## config.mk

```make
export PLATFORM = sky130hd
export DESIGN_NAME = intr_ctrl
export DESIGN_NICKNAME = d
export VERILOG_FILES = /design/src/rtl/intr_ctrl.sv
export SDC_FILE = /design/constraint.sdc
export NUM_CORES = 1
export LEC_CHECK = 0
export CAP_MARGIN = 30
export CORE_ASPECT_RATIO = 1.2
export CORE_MARGIN = 5
export CORE_UTILIZATION = 40
export CTS_BUF_LIST = sky130_fd_sc_hd__clkbuf_8
export CTS_CLUSTER_SIZE = 25
export DETAILED_ROUTE_END_ITERATION = 6
export PLACE_DENSITY_LB_ADDON = 0.1
export REMOVE_ABC_BUFFERS = 1
export SLEW_MARGIN = 0
export SYNTH_ARGS = -nofsm -noshare
export SYNTH_HDL_FRONTEND = slang
export SYNTH_SLANG_ARGS = --single-unit
export TNS_END_PERCENT = 1
```

## constraint.sdc

```tcl
create_clock -name clk -period 3.4 [get_ports clk]
set_input_delay 0.85 -clock clk [delete_from_list [all_inputs] [get_ports clk]]
set_output_delay 0.85 -clock clk [all_outputs]
set_load 0.1 [all_outputs]
```

## src/rtl/intr_ctrl.sv

```systemverilog
// intr_ctrl: edge-latched, masked, fixed-priority interrupt sequencer.
// Optional internal timer source enabled by `define TIMER_IRQ_EN.
module intr_ctrl #(
  parameter int              NSRC         = 4,
  parameter int              PC_W         = 10,
  parameter logic [PC_W-1:0] VEC_BASE     = 10'h3C0,
  parameter int              VEC_STRIDE   = 8,
  parameter int              TIMER_PERIOD = 1000
) (
  input  logic            clk,
  input  logic            reset,
  input  logic [NSRC-1:0] irq_in,
  input  logic            we_mask,
  input  logic [7:0]      mask_in,
  input  logic            int_ack,
  input  logic            s_finish_interr,
  output logic            s_interruption,
  output logic [PC_W-1:0] int_vector,
  output logic [2:0]      int_id,
  output logic [7:0]      pending,
  output logic            busy
);

`ifdef TIMER_IRQ_EN
  localparam int NS = NSRC + 1;
`else
  localparam int NS = NSRC;
`endif

  localparam logic [7:0] SRC_MASK =
    8'((9'd1 << NS) - 9'd1);

  typedef enum logic [1:0] {
    IDLE,
    REQ,
    SERVICE
  } state_t;

  state_t state, state_n;

  logic [NSRC-1:0] sync1;
  logic [NSRC-1:0] sync2;
  logic [NSRC-1:0] prev;
  logic [NSRC-1:0] rise;

  logic [7:0] pend_q;
  logic [7:0] mask_q;
  logic [7:0] set_v;
  logic [7:0] clr_v;
  logic [7:0] req_v;

  logic [2:0]      sel_id;
  logic [PC_W-1:0] sel_vec;
  logic            load;

  // two-flop synchroniser followed by one stage of edge history
  always_ff @(posedge clk or posedge reset) begin
    if (reset) begin
      sync1 <= '0;
      sync2 <= '0;
      prev  <= '0;
    end else begin
      sync1 <= irq_in;
      sync2 <= sync1;
      prev  <= sync2;
    end
  end

  assign rise = sync2 & ~prev;

`ifdef TIMER_IRQ_EN
  localparam int TW =
    (TIMER_PERIOD > 1) ? $clog2(TIMER_PERIOD) : 1;
  localparam logic [TW-1:0] TLAST =
    TW'(TIMER_PERIOD - 1);

  logic [TW-1:0] tcnt;
  logic          tick;

  assign tick = mask_q[NSRC] && (tcnt == TLAST);

  // free-running period counter, parked at 0 while masked
  always_ff @(posedge clk or posedge reset) begin
    if (reset) begin
      tcnt <= '0;
    end else if (!mask_q[NSRC] || tick) begin
      tcnt <= '0;
    end else begin
      tcnt <= tcnt + TW'(1);
    end
  end
`else
  logic unused_tp;
  assign unused_tp = ^TIMER_PERIOD;
`endif

  // collect all sources that fire this cycle
  always_comb begin
    set_v = '0;
    set_v[NSRC-1:0] = rise;
`ifdef TIMER_IRQ_EN
    set_v[NSRC] = tick;
`endif
  end

  // acknowledged source is retired from pending
  always_comb begin
    clr_v = '0;
    if (state == REQ && int_ack) begin
      clr_v[int_id] = 1'b1;
    end
  end

  // pending flags: a new event beats a simultaneous clear
  always_ff @(posedge clk or posedge reset) begin
    if (reset) begin
      pend_q <= '0;
    end else begin
      pend_q <= (pend_q & ~clr_v) | set_v;
    end
  end

  // software mask, unimplemented bits forced to 0
  always_ff @(posedge clk or posedge reset) begin
    if (reset) begin
      mask_q <= '0;
    end else if (we_mask) begin
      mask_q <= mask_in & SRC_MASK;
    end
  end

  assign req_v = pend_q & mask_q;

  // lowest enabled pending index wins
  always_comb begin
    sel_id = '0;
    for (int i = 7; i >= 0; i--) begin
      if (req_v[i]) begin
        sel_id = 3'(i);
      end
    end
  end

  assign sel_vec = PC_W'(
    32'(VEC_BASE) +
    32'(sel_id) * 32'(VEC_STRIDE));

  // state register
  always_ff @(posedge clk or posedge reset) begin
    if (reset) begin
      state <= IDLE;
    end else begin
      state <= state_n;
    end
  end

  // one interrupt in flight at a time
  always_comb begin
    state_n = state;
    load    = 1'b0;
    unique case (state)
      IDLE: begin
        if (|req_v) begin
          state_n = REQ;
          load    = 1'b1;
        end
      end
      REQ: begin
        if (int_ack) begin
          state_n = SERVICE;
        end
      end
      SERVICE: begin
        if (s_finish_interr) begin
          state_n = IDLE;
        end
      end
      default: state_n = IDLE;
    endcase
  end

  // id and vector frozen from the IDLE decision onward
  always_ff @(posedge clk or posedge reset) begin
    if (reset) begin
      int_id     <= '0;
      int_vector <= '0;
    end else if (load) begin
      int_id     <= sel_id;
      int_vector <= sel_vec;
    end
  end

  assign s_interruption = (state == REQ);
  assign busy           = (state != IDLE);
  assign pending        = pend_q;

endmodule

```

* Word-level counts from Yosys, hierarchy flattened
Index checks and enable logic that the tools add are counted.
Widths: inputs -> output; s select.
** Storage, ports and cells
- Bits in registers :: 39
- Bits of input ports :: 17
- Output and inout port bits :: 23
- Logic and storage cells :: 45
** Cells by class
- $add $sub $neg :: 1
- Magnitude comparators :: 2
- Eq/ne operators :: 5
- Multiplexer cells :: 17
- Bitwise operators :: 6
- Reductions and logical operators :: 6
** Operators with widths (number)
- $mux 3 :: 8
- $add 10x6->10 const A :: 1
- $and 8x4->8 :: 1
- $and 8x8->8 :: 1
- $mux 8 :: 1
- $not 8->8 :: 1
- $or 8x4->8 :: 1
- $reduce_or 8->1 :: 1
- $mux 2 :: 3
- $ne 2x2->1 const B :: 3
- $pmux 2 s3 :: 1
- $and 4x4->4 :: 1
- $lt 3x4->1 const B :: 1
- $not 4->4 :: 1
- $demux 1 s3 :: 1
- $ge 3x1->1 const B :: 1
- $mux 1 :: 3
- $reduce_and 3->1 :: 1
- $eq 2x1->1 const B :: 1
- $eq 2x2->1 const B :: 1
- $logic_and 1x1->1 :: 2
- $logic_not 2->1 :: 1
- $reduce_bool 2->1 :: 1

* Longest topological paths before layout
- Word-level depth :: 10
- Mapped depth :: 3

* Worst setup path before layout
Ideal clock, no wire load.
- Kind :: reg-to-output
- Start point :: register state[0]
- End point :: output s_interruption
- Data arrival time :: 1.774 ns
- Data required time :: 2.550 ns
- Path slack :: 0.776 ns
- Cell stages (with the launch flop) :: 2
- Buffers on the path :: 0
- Cell sequence :: dfrtp_1 -> nor2b_1
** Between the ends
- Longest elaborated chain between the ends :: 1
** Ends and longest elaborated chain
- start: declaration :: line 39 : state_t state, state_n;
- start signal: assignment :: line 153 : state <= state_n;
- $eq 2x1->1 :: line 193 : assign s_interruption = (state == REQ);
- end: declaration :: line 17 : output logic s_interruption,
No other way between the ends.

* Final worst setup path
- Start point :: register state[1]
- End point :: output busy
** Between the ends
- Longest elaborated chain between the ends :: 1
** Ends and longest elaborated chain
- $reduce_bool 2->1 :: line 194 : assign busy = (state != IDLE);
- end: declaration :: line 21 : output logic busy
No other way between the ends.

==> results.toml <==
[floorplan]
pin_count = 40
chipHeight_um = 64.2
num_rows = 19
core_mm2 = 0.00233
initial_core_util_pct = 42.0
die_w_um = 55.2
die_area_mm2 = 0.00354

[global_route]
busiest_layer = "met2"
overflow = 0
grt_use_met3_pct = 2.79
grt_usage_pct = 9.78
grt_pass1_wl_um = 2510
gr-usage-met2_pct = 14.9
grt_use_met1_pct = 12.1
antenna_found_initial = 0
grt_max_degree = 26
first_global_vias = 583

[final_layout]
n_fill_cell = 216
seq_area_um2 = 626
area_growth_pct = 23.9
antenna_cells = 0
fin_nets = 122
instances_no_fill = 135
drive_above_1_share_pct = 21.2
multi_input_area_um2 = 251

[synthesis]
synth_seq_cells = 25
seq_area_frac_synth_pct = 63.9
netlist_area_um2 = 978
yosysWarnings = 0
synth.avg_cell_area_um2 = 12.2
ys_types = 18
syn_inst = 80

[clocking]
cts_buffer_depth = 2
clkSinkCount = 25
postCtsSetupRepairBufs = 0
clk_latency_ns = 0.26
ctsHoldBuffers = 0
clkSlewWorstSetupHoldPaths_ns = 0.08
cts-root-buf = "clkbuf_8"
cts_buffers = 3
cts_htree_levels = 1
post_cts_resized = 0
cts_tree = "done"

[critical_path]
critical_path_required_ns = 2.55
worstSetupStartpointType = "flop"
cp_max_fo = 8
critPathKind = "flop to output port"
setup.worst_path.end_class = "output port"
crit_arrival_ns = 1.38

[sta]
final.min_clock_period_ns = 2.23
grt_setup_unrepaired = "false"
finalSetupViolations = 0
period_share_pct = 65.6
fin_skew_ns = 0.00236
slew_headroom_pct = 41.6
max_freq_mhz = 449
hold_viol = 0
tightest_slew_ns = 0.875
slew_viol_final = 0

[placed_design]
port_buffers = 26
post-place-cells = 131
gp_congestion = 0.682
hpwl_um = 1270

[route]
drtPass1Iterations = 4
wl_um = 1630
dr.first_iter.drc_count = 6
post_drt_wl_per_cell_um = 12.1
drc = 0
ant_nets = 0
viasPerCell = 4.61
vias = 622

[min_path]
min_path_type = "flop to flop"

[status]
status = "complete, no violations"

[run]
max_cap_viol_count = 0
## worst max-delay path, stage by stage (launching register included)
cell and delay (ns):
dfrtp_1 0.46, nor2_1 0.35, inv_1 0.07, buf_4 0.24
## synthesized netlist by cell type
master    count  area (um2)
o41ai_1       2        17.5
a21oi_1       5        25.0
a22o_1        1        8.76
a21o_1        1        7.51
a221o_1       1        10.0
inv_1         7        26.3
nand2_1       5        18.8
conb_1        1        3.75
nor2_1        2        7.51
nand4b_1      1        8.76
mux2_2        4        45.0
nor2b_1       1        6.26
dfrtp_1      25         626
a32o_1        1        10.0
o21a_1        1        7.51
buf_4        14         105
a22o_2        1        10.0
o21ai_0       7        35.0
## stage by stage
stage	hold slack (ns)	setup WS [ns]	utilization [%]	instance area (um2)	TNS (ns)
final	0.357	1.17	52.0	1210	0
after floorplan	0.331	-0.135	-	903	-0.540
after global routing	0.370	1.09	52.0	1210	0
after global placement	0.334	1.40	50.1	1170	0
after CTS	0.360	1.15	52.0	1210	0
after detailed placement	0.341	1.38	50.1	1170	0
## final timing paths
path / depth (start not counted) / end / startpoint / slack (ns)
worst max-delay path: 3 / busy / state[1] / 1.17
worst min-delay path: 0 / sync2[3] / sync1[3] / 0.36
worst max register to register: 3 / int_vector[8] / pending[3] / 2.15
worst min register to register: 0 / sync2[3] / sync1[3] / 0.36
max in group asynchronous: 2 / sync2[3] / reset / 1.79
min in group asynchronous: 2 / sync2[2] / reset / 1.07
## per-layer routing
metal / part of all wire (%) / up-vias / wire [um]
li1: - / 296 / -
met2: 46 / 25 / 749
met4: 0.98 / 0 / 16
met3: 11 / 2 / 179
met1: 42 / 299 / 681
met5: 0 / - / 0
## kinds of logic (layout without fill, tap and decap cells)
group	Yosys count	in the layout	share of synthesized area [%]
flip-flops	25	25	63.9
buffers and inverters	21	37	13.4
AO/OA/AOI/OAI	20	20	13.4
AND/OR/NAND/NOR	9	9	4.22
multiplexers	4	4	4.60
other	1	9	0.383
## final cells by class
| class | count | area share [%] |
|---|---|---|
| Sequential cell | 25 | 51.6 |
| Tap cell | 31 | 3.20 |
| Multi-Input combinational cell | 42 | 20.7 |
| Clock inverter | 1 | 0.310 |
| Timing Repair Buffer | 26 | 18.6 |
| Inverter | 7 | 2.17 |
| Clock buffer | 3 | 3.41 |
## sequential cells by signal (all words and copies together), names as in the netlist
| name | count |
|---|---|
| int_id | 1 |
| int_vector | 2 |
| mask_q | 4 |
| pending | 4 |
| prev | 4 |
| state | 2 |
| sync1 | 4 |
| sync2 | 4 |
## cells in the final DEF (no fill, tap or decap)
cell / n
a21oi_1: 5
nand4b_1: 1
o21ai_0: 7
a32o_1: 1
o21a_1: 1
inv_1: 8
clkdlybuf4s50_1: 12
a22o_1: 1
mux2_2: 4
nand2_1: 5
a22o_2: 1
a221o_1: 1
buf_4: 14
nor2b_1: 1
a21o_1: 1
conb_1: 9
o41ai_1: 2
dfrtp_1: 25
nor2_1: 2
clkbuf_8: 3
Power is not shown: default switching activity piles up to over one toggle a cycle in this logic, so the estimate is an artifact.
